File: src/rtl/vga_sync_decoder.sv
// Recovers pixel coordinates and locked line/frame timing from a raw HSYNC/VSYNC/VDE stream.
// Sync inputs are active low; lock is declared after two identical consecutive frame measurements.
module vga_sync_decoder #(
  parameter int P_CNT_W = 16
) (
  input  logic               i_CLK,
  input  logic               i_RST,
  input  logic               i_HSYNC,
  input  logic               i_VSYNC,
  input  logic               i_VDE,
  output logic               o_VDE,
  output logic [P_CNT_W-1:0] o_X_COORD,
  output logic [P_CNT_W-1:0] o_Y_COORD,
  output logic [P_CNT_W-1:0] o_H_TOTAL,
  output logic [P_CNT_W-1:0] o_V_TOTAL,
  output logic [P_CNT_W-1:0] o_H_ACTIVE,
  output logic [P_CNT_W-1:0] o_V_ACTIVE,
  output logic               o_LOCKED,
  output logic               o_FRAME_START,
  output logic               o_ERR
);

  typedef enum logic [1:0] {SEARCH, MEASURE, LOCKED} state_e;

  localparam logic [P_CNT_W-1:0] CNT_ONE    = {{(P_CNT_W-1){1'b0}}, 1'b1};
  localparam logic [P_CNT_W-1:0] CNT_MAX    = {P_CNT_W{1'b1}};
  localparam logic [P_CNT_W-1:0] CNT_MAX_M1 = CNT_MAX - CNT_ONE;

  state_e             state_q, state_d;
  logic               hs_q, vs_q, vde_q, hsPrev_q, vsPrev_q;
  logic [P_CNT_W-1:0] hCnt_q, hCnt_d, vCnt_q, vCnt_d, xCnt_q, xCnt_d, yCnt_q, yCnt_d;
  logic [P_CNT_W-1:0] lineLen_q, lineLen_d, actW_q, actW_d;
  logic               linePrevValid_q, linePrevValid_d;
  logic [P_CNT_W-1:0] candH_q, candH_d, candV_q, candV_d;
  logic               candValid_q, candValid_d;
  logic               vdeOut_q;
  logic [P_CNT_W-1:0] xOut_q, yOut_q;
  logic [P_CNT_W-1:0] hTot_q, hTot_d, vTot_q, vTot_d, hAct_q, hAct_d, vAct_q, vAct_d;
  logic               err_q, err_d, frameStart_q;

  logic               hsFall, vsFall, hReach, vReach, lineMismatch;
  logic [P_CNT_W-1:0] lineLenNew, lineLenCur, frameLen, vInc, xCur, yInc;

  // Counter datapath: a coincident hs/vs fall closes the line first, then restarts the frame.
  always_comb begin
    hsFall       = hsPrev_q & ~hs_q;
    vsFall       = vsPrev_q & ~vs_q;
    lineLenNew   = hCnt_q + CNT_ONE;
    lineLenCur   = hsFall ? lineLenNew : lineLen_q;
    hCnt_d       = hsFall ? '0 : ((hCnt_q == CNT_MAX) ? hCnt_q : hCnt_q + CNT_ONE);
    hReach       = ~hsFall & (hCnt_q == CNT_MAX_M1);
    vInc         = (hsFall && vCnt_q != CNT_MAX) ? vCnt_q + CNT_ONE : vCnt_q;
    vCnt_d       = vsFall ? '0 : vInc;
    frameLen     = vInc;
    vReach       = hsFall & ~vsFall & (vCnt_q == CNT_MAX_M1);
    xCur         = hsFall ? '0 : xCnt_q;
    xCnt_d       = (vde_q && xCur != CNT_MAX) ? xCur + CNT_ONE : xCur;
    yInc         = (hsFall && xCnt_q != '0 && yCnt_q != CNT_MAX) ? yCnt_q + CNT_ONE : yCnt_q;
    yCnt_d       = vsFall ? '0 : yInc;
    actW_d       = (hsFall && xCnt_q != '0) ? xCnt_q : actW_q;
    lineMismatch = hsFall & linePrevValid_q & (lineLenNew != lineLen_q);
    lineLen_d    = lineLenCur;
    linePrevValid_d = vsFall ? 1'b0 : (hsFall ? 1'b1 : linePrevValid_q);
  end

  always_comb begin
    state_d     = state_q;
    candH_d     = candH_q;
    candV_d     = candV_q;
    candValid_d = candValid_q;
    hTot_d      = hTot_q;
    vTot_d      = vTot_q;
    hAct_d      = hAct_q;
    vAct_d      = vAct_q;
    err_d       = 1'b0;
    unique case (state_q)
      SEARCH: begin
        candValid_d = 1'b0;
        if (vsFall) state_d = MEASURE;
      end
      MEASURE: begin
        if (lineMismatch) candValid_d = 1'b0;
        if (vsFall) begin
          if (candValid_q && !lineMismatch && lineLenCur == candH_q && frameLen == candV_q) begin
            state_d = LOCKED;
            hTot_d  = lineLenCur;
            vTot_d  = frameLen;
            hAct_d  = actW_d;
            vAct_d  = yInc;
          end else begin
            candH_d     = lineLenCur;
            candV_d     = frameLen;
            candValid_d = 1'b1;
          end
        end
      end
      LOCKED: begin
        if ((hsFall && lineLenNew != hTot_q) || (vsFall && frameLen != vTot_q)) begin
          err_d       = 1'b1;
          state_d     = MEASURE;
          candValid_d = 1'b0;
        end
      end
      default: state_d = SEARCH;
    endcase
    // A runaway counter means the input is not video at all, so restart from scratch.
    if (hReach || vReach) begin
      err_d       = (state_q == LOCKED);
      state_d     = SEARCH;
      candValid_d = 1'b0;
    end
  end

  always_ff @(posedge i_CLK) begin
    if (i_RST) begin
      state_q         <= SEARCH;
      hs_q            <= 1'b1;
      vs_q            <= 1'b1;
      vde_q           <= 1'b0;
      hsPrev_q        <= 1'b1;
      vsPrev_q        <= 1'b1;
      hCnt_q          <= '0;
      vCnt_q          <= '0;
      xCnt_q          <= '0;
      yCnt_q          <= '0;
      lineLen_q       <= '0;
      actW_q          <= '0;
      linePrevValid_q <= 1'b0;
      candH_q         <= '0;
      candV_q         <= '0;
      candValid_q     <= 1'b0;
      vdeOut_q        <= 1'b0;
      xOut_q          <= '0;
      yOut_q          <= '0;
      hTot_q          <= '0;
      vTot_q          <= '0;
      hAct_q          <= '0;
      vAct_q          <= '0;
      err_q           <= 1'b0;
      frameStart_q    <= 1'b0;
    end else begin
      state_q         <= state_d;
      hs_q            <= i_HSYNC;
      vs_q            <= i_VSYNC;
      vde_q           <= i_VDE;
      hsPrev_q        <= hs_q;
      vsPrev_q        <= vs_q;
      hCnt_q          <= hCnt_d;
      vCnt_q          <= vCnt_d;
      xCnt_q          <= xCnt_d;
      yCnt_q          <= yCnt_d;
      lineLen_q       <= lineLen_d;
      actW_q          <= actW_d;
      linePrevValid_q <= linePrevValid_d;
      candH_q         <= candH_d;
      candV_q         <= candV_d;
      candValid_q     <= candValid_d;
      vdeOut_q        <= vde_q;
      xOut_q          <= xCur;
      yOut_q          <= yCnt_d;
      hTot_q          <= hTot_d;
      vTot_q          <= vTot_d;
      hAct_q          <= hAct_d;
      vAct_q          <= vAct_d;
      err_q           <= err_d;
      frameStart_q    <= vsFall;
    end
  end

  assign o_VDE         = vdeOut_q;
  assign o_X_COORD     = xOut_q;
  assign o_Y_COORD     = yOut_q;
  assign o_H_TOTAL     = hTot_q;
  assign o_V_TOTAL     = vTot_q;
  assign o_H_ACTIVE    = hAct_q;
  assign o_V_ACTIVE    = vAct_q;
  assign o_LOCKED      = (state_q == LOCKED);
  assign o_FRAME_START = frameStart_q;
  assign o_ERR         = err_q;

endmodule

File: config.mk
export PLATFORM = sky130hd
export DESIGN_NAME = vga_sync_decoder
export DESIGN_NICKNAME = d
export VERILOG_FILES = /design/src/rtl/vga_sync_decoder.sv
export SDC_FILE = /design/constraint.sdc
export NUM_CORES = 1
export LEC_CHECK = 0
export ABC_AREA = 1
export CAP_MARGIN = 40
export CORE_MARGIN = 5
export CORE_UTILIZATION = 30
export DETAILED_ROUTE_END_ITERATION = 7
export RECOVER_POWER = 50
export SLEW_MARGIN = 20
export SYNTH_ARGS = -nofsm -noshare
export SYNTH_HDL_FRONTEND = slang
export SYNTH_SLANG_ARGS = --single-unit
File: constraint.sdc
create_clock -name i_CLK -period 3.2 [get_ports i_CLK]
set_clock_uncertainty 0.1 [all_clocks]
set_input_delay 0.32 -clock i_CLK [delete_from_list [all_inputs] [get_ports i_CLK]]
set_output_delay 0.32 -clock i_CLK [all_outputs]
set_load 0.02 [all_outputs]
==> impl_metrics.yaml <==
worst_setup_path:
  worstReg2RegStart: "hCnt_q[0]"
  slowest_stage: "dfxtp_4"
  r2r_setup_slack_ns: 0.27
  critical_path_class: "register to register"
  cp_common_cell: "nand2_1"
  end_kind: "register"
  cp-start-kind: "register"
  path_cells: "ha_4 -> nand2_1 -> nor2_1 -> buf_4 -> nand3_2 -> nand2_2 -> nand3_2 -> nand2_2 -> nand2_1 -> nand2_2 -> nand2_1 -> nor2_2 -> nand3_1 -> nor2_1 -> nand4_1 -> buf_4 -> clkbuf_16 -> nand2_1 -> nand2_1 -> nor2_1"
  cp.required_ns: 3.57
  critPathMaxFanout: 15
  crit_start: "hCnt_q[0]"
  arrival_ns: 3.30
  r2r.worst_path.cells: 20
  slowest_delay_ns: 0.39
  timing.rr.end: "o_V_TOTAL[12]"
synthesis:
  synth_compound_area_frac: 0.06432
  yosysSeqAreaShare: 0.3903
  synthCells: 1814
  post-synth-top-count-cell: "nand2_1"
  avgSynthCellArea_um2: 6.220
  synth.area.top_cells: "dfxtp_1, nand2_1, nor2_1"
  yosys_register_bits: 220
  synth-xor-area-share: 0.02684
  synth_largest_area_cell: "dfxtp_1"
  synthAdderAreaFrac: 0.006653
  synth_area_um2: 11280
  synth-async-reset-ratio: 0
  yosysWarnings: 0
  synth_enable_flop_cells: 0
  ys_types: 35
  synth_commonest_cells: "nand2_1, nor2_1, inv_1"
  synthMuxAreaShare: 0
  synthSimpleGateAreaFrac: 0.3958
  yosys.area.top_type_share: 0.3903
  synthFlopType: "dfxtp_1"
  synth_top_family_by_area: "simple AND/OR/NAND/NOR gates"
  syn_nets: 1825
grt:
  grtUsageTotal: 0.1575
  grt_first_pass_wirelength_mm: 54.65
  grt_overflow: 0
  first_global_vias: 10670
  antenna_found_initial: 0
  grt_max_degree: 65
power:
  peakVddDrop_mv: 0.3636
  power_mw: 6.332
  power_density_nw_per_um2: 442.2
  leakagePower_nw: 6.677
placed_design:
  numPortBuffers: 104
  gp_congestion: 0.9088
  post-dp-hpwl_mm: 24.48
  place_ws_ns: 0.05384
die:
  die_h_um: 203.9
  start_util: 0.3017
  io_pins: 105
  core_um2: 37400
  die_w_um: 203.9
  die_area_um2: 41590
  rows: 71
worst_hold_path:
  hold_path_startpoint: "i_RST"
  whs_endpoint: "actW_q[3]"
  hold_path.class: "input port to register"
  worstHoldPathCells: 2
drt:
  dr.pass1.iters: 5
  wirelength_mm: 34.02
  drcViolationCount: 0
  drtIter0Drc: 657
  vias: 11210
  avgViaCountPerCell: 4.529
  wl_per_cell_um: 13.74
  ant_nets: 0
sta:
  fin_tns_setup_ns: 0
  setup_viol: 0
  finalHoldViolCount: 0
  final_max_slew_viol_count: 0
  period_needed_ns: 2.932
  tightest_slew_ns: 0.7474
  hold_ws_ns: 0.07116
  rsz0062_at_grt: "yes"
  relSlewSlack: 0.5017
  worst_slack_ns: 0.2676
  fmax_mhz: 341.0
  period_share: 0.9164
clocking:
  clock-sinks: 220
  clk_pin_slew_ns: 0.06
  htreeDepth: 1
  cts_made_buffers: 26
  cts_tree: "yes"
  root_buffer: "clkbuf_16"
  clk_latency_ns: 0.54
  clockBufferDepth: 3
status:
  status: "finished, final reports clean"
final_layout:
  nets: 1957
  syn2layout_area_growth_pct: 26.91
  drive_gt1_frac: 0.09313
  fill_cells: 3998
  diodes: 0
job:
  max_cap_viol_count: 0
[where the power goes]
group	switching, mW	internal (mW)	total (mW)	leakage, nW
Sequential	0.0339	2.79	2.82	1.78
Clock	1.19	1.77	2.96	0.437
Combinational	0.359	0.190	0.549	4.46
[how the worst max path moves through the flow]
stage | to | slack, ns | depth (start not counted)
after global routing | o_V_TOTAL[13] | -0.06 | 20
after CTS | o_H_ACTIVE[5] | 0.04 | 19
after global placement | o_H_ACTIVE[13] | 0.10 | 19
final | o_V_TOTAL[12] | 0.27 | 20
after detailed placement | o_H_ACTIVE[6] | 0.05 | 19
after floorplan | xCnt_q[11] | 0.32 | 20
[area by class of cell]
class,count,area [um^2],area share
multi-input cells,1259,5733,0.4003
well taps,511,639.4,0.04465
flip-flops and latches,220,4420,0.3087
inverters,281,1055,0.07366
clock inverters,9,81.33,0.005679
clock buffers,38,785.8,0.05487
repair buffers,158,1605,0.1121
[what timing repair did]
action	in CTS	in global routing
hold endpoints to repair	0	0
endpoints found under the setup margin	0	98
hold buffers	0	0
gates resized for setup	0	68
setup buffers	0	9
[critical path: cells and delay by family, from the launching register on]
family,cells,cell delay (ns)
fa+ha+maj,1,0.16
buf+inv,3,0.59
flops,1,0.39
simple gates,16,1.62
[layer usage]
metal | routed length, um | GRT usage | vias up | share of wire
li1 | - | - | 5846 | -
met3 | 1638 | 0.02650 | 55 | 0.048
met5 | 0 | 0 | - | 0
met1 | 15960 | 0.2101 | 5091 | 0.47
met2 | 15690 | 0.2684 | 221 | 0.46
met4 | 733 | 0.03542 | 0 | 0.022
[per-stage QoR]
step	area [um^2]	std cells	util
after floorplan	11280	1814	-
after global placement	13110	2416	0.3506
after detailed placement	13130	2417	0.3510
after CTS	13990	2464	0.3742
after global routing	14320	2476	0.3829
final	14320	2476	0.3829
[placed cells by master (no fill, tap or decap), types with 20 or more instances in the layout]
cell type	synthesis	final
nand4_1	28	28
inv_1	280	277
nor2_1	335	321
nand2_2	10	32
o21bai_1	20	20
clkbuf_16	0	29
o21ai_0	41	38
dfxtp_1	220	211
nand2_1	543	521
nand3_1	130	120
xor2_1	28	28
buf_4	5	41
clkdlybuf4s50_1	0	101
a21oi_1	54	54
[kinds of logic (layout without fill, tap and decap cells)]
| logic type | after synthesis | after routing |
|---|---|---|
| AOI/OAI and AO/OA | 129 | 129 |
| xor gates and xnor gates | 33 | 33 |
| adders and majority gates | 6 | 6 |
| buffers and inverters | 335 | 486 |
| DFF | 220 | 220 |
| and+or+nand+nor | 1091 | 1091 |
Note: power is estimated with default switching activity, not from simulation.
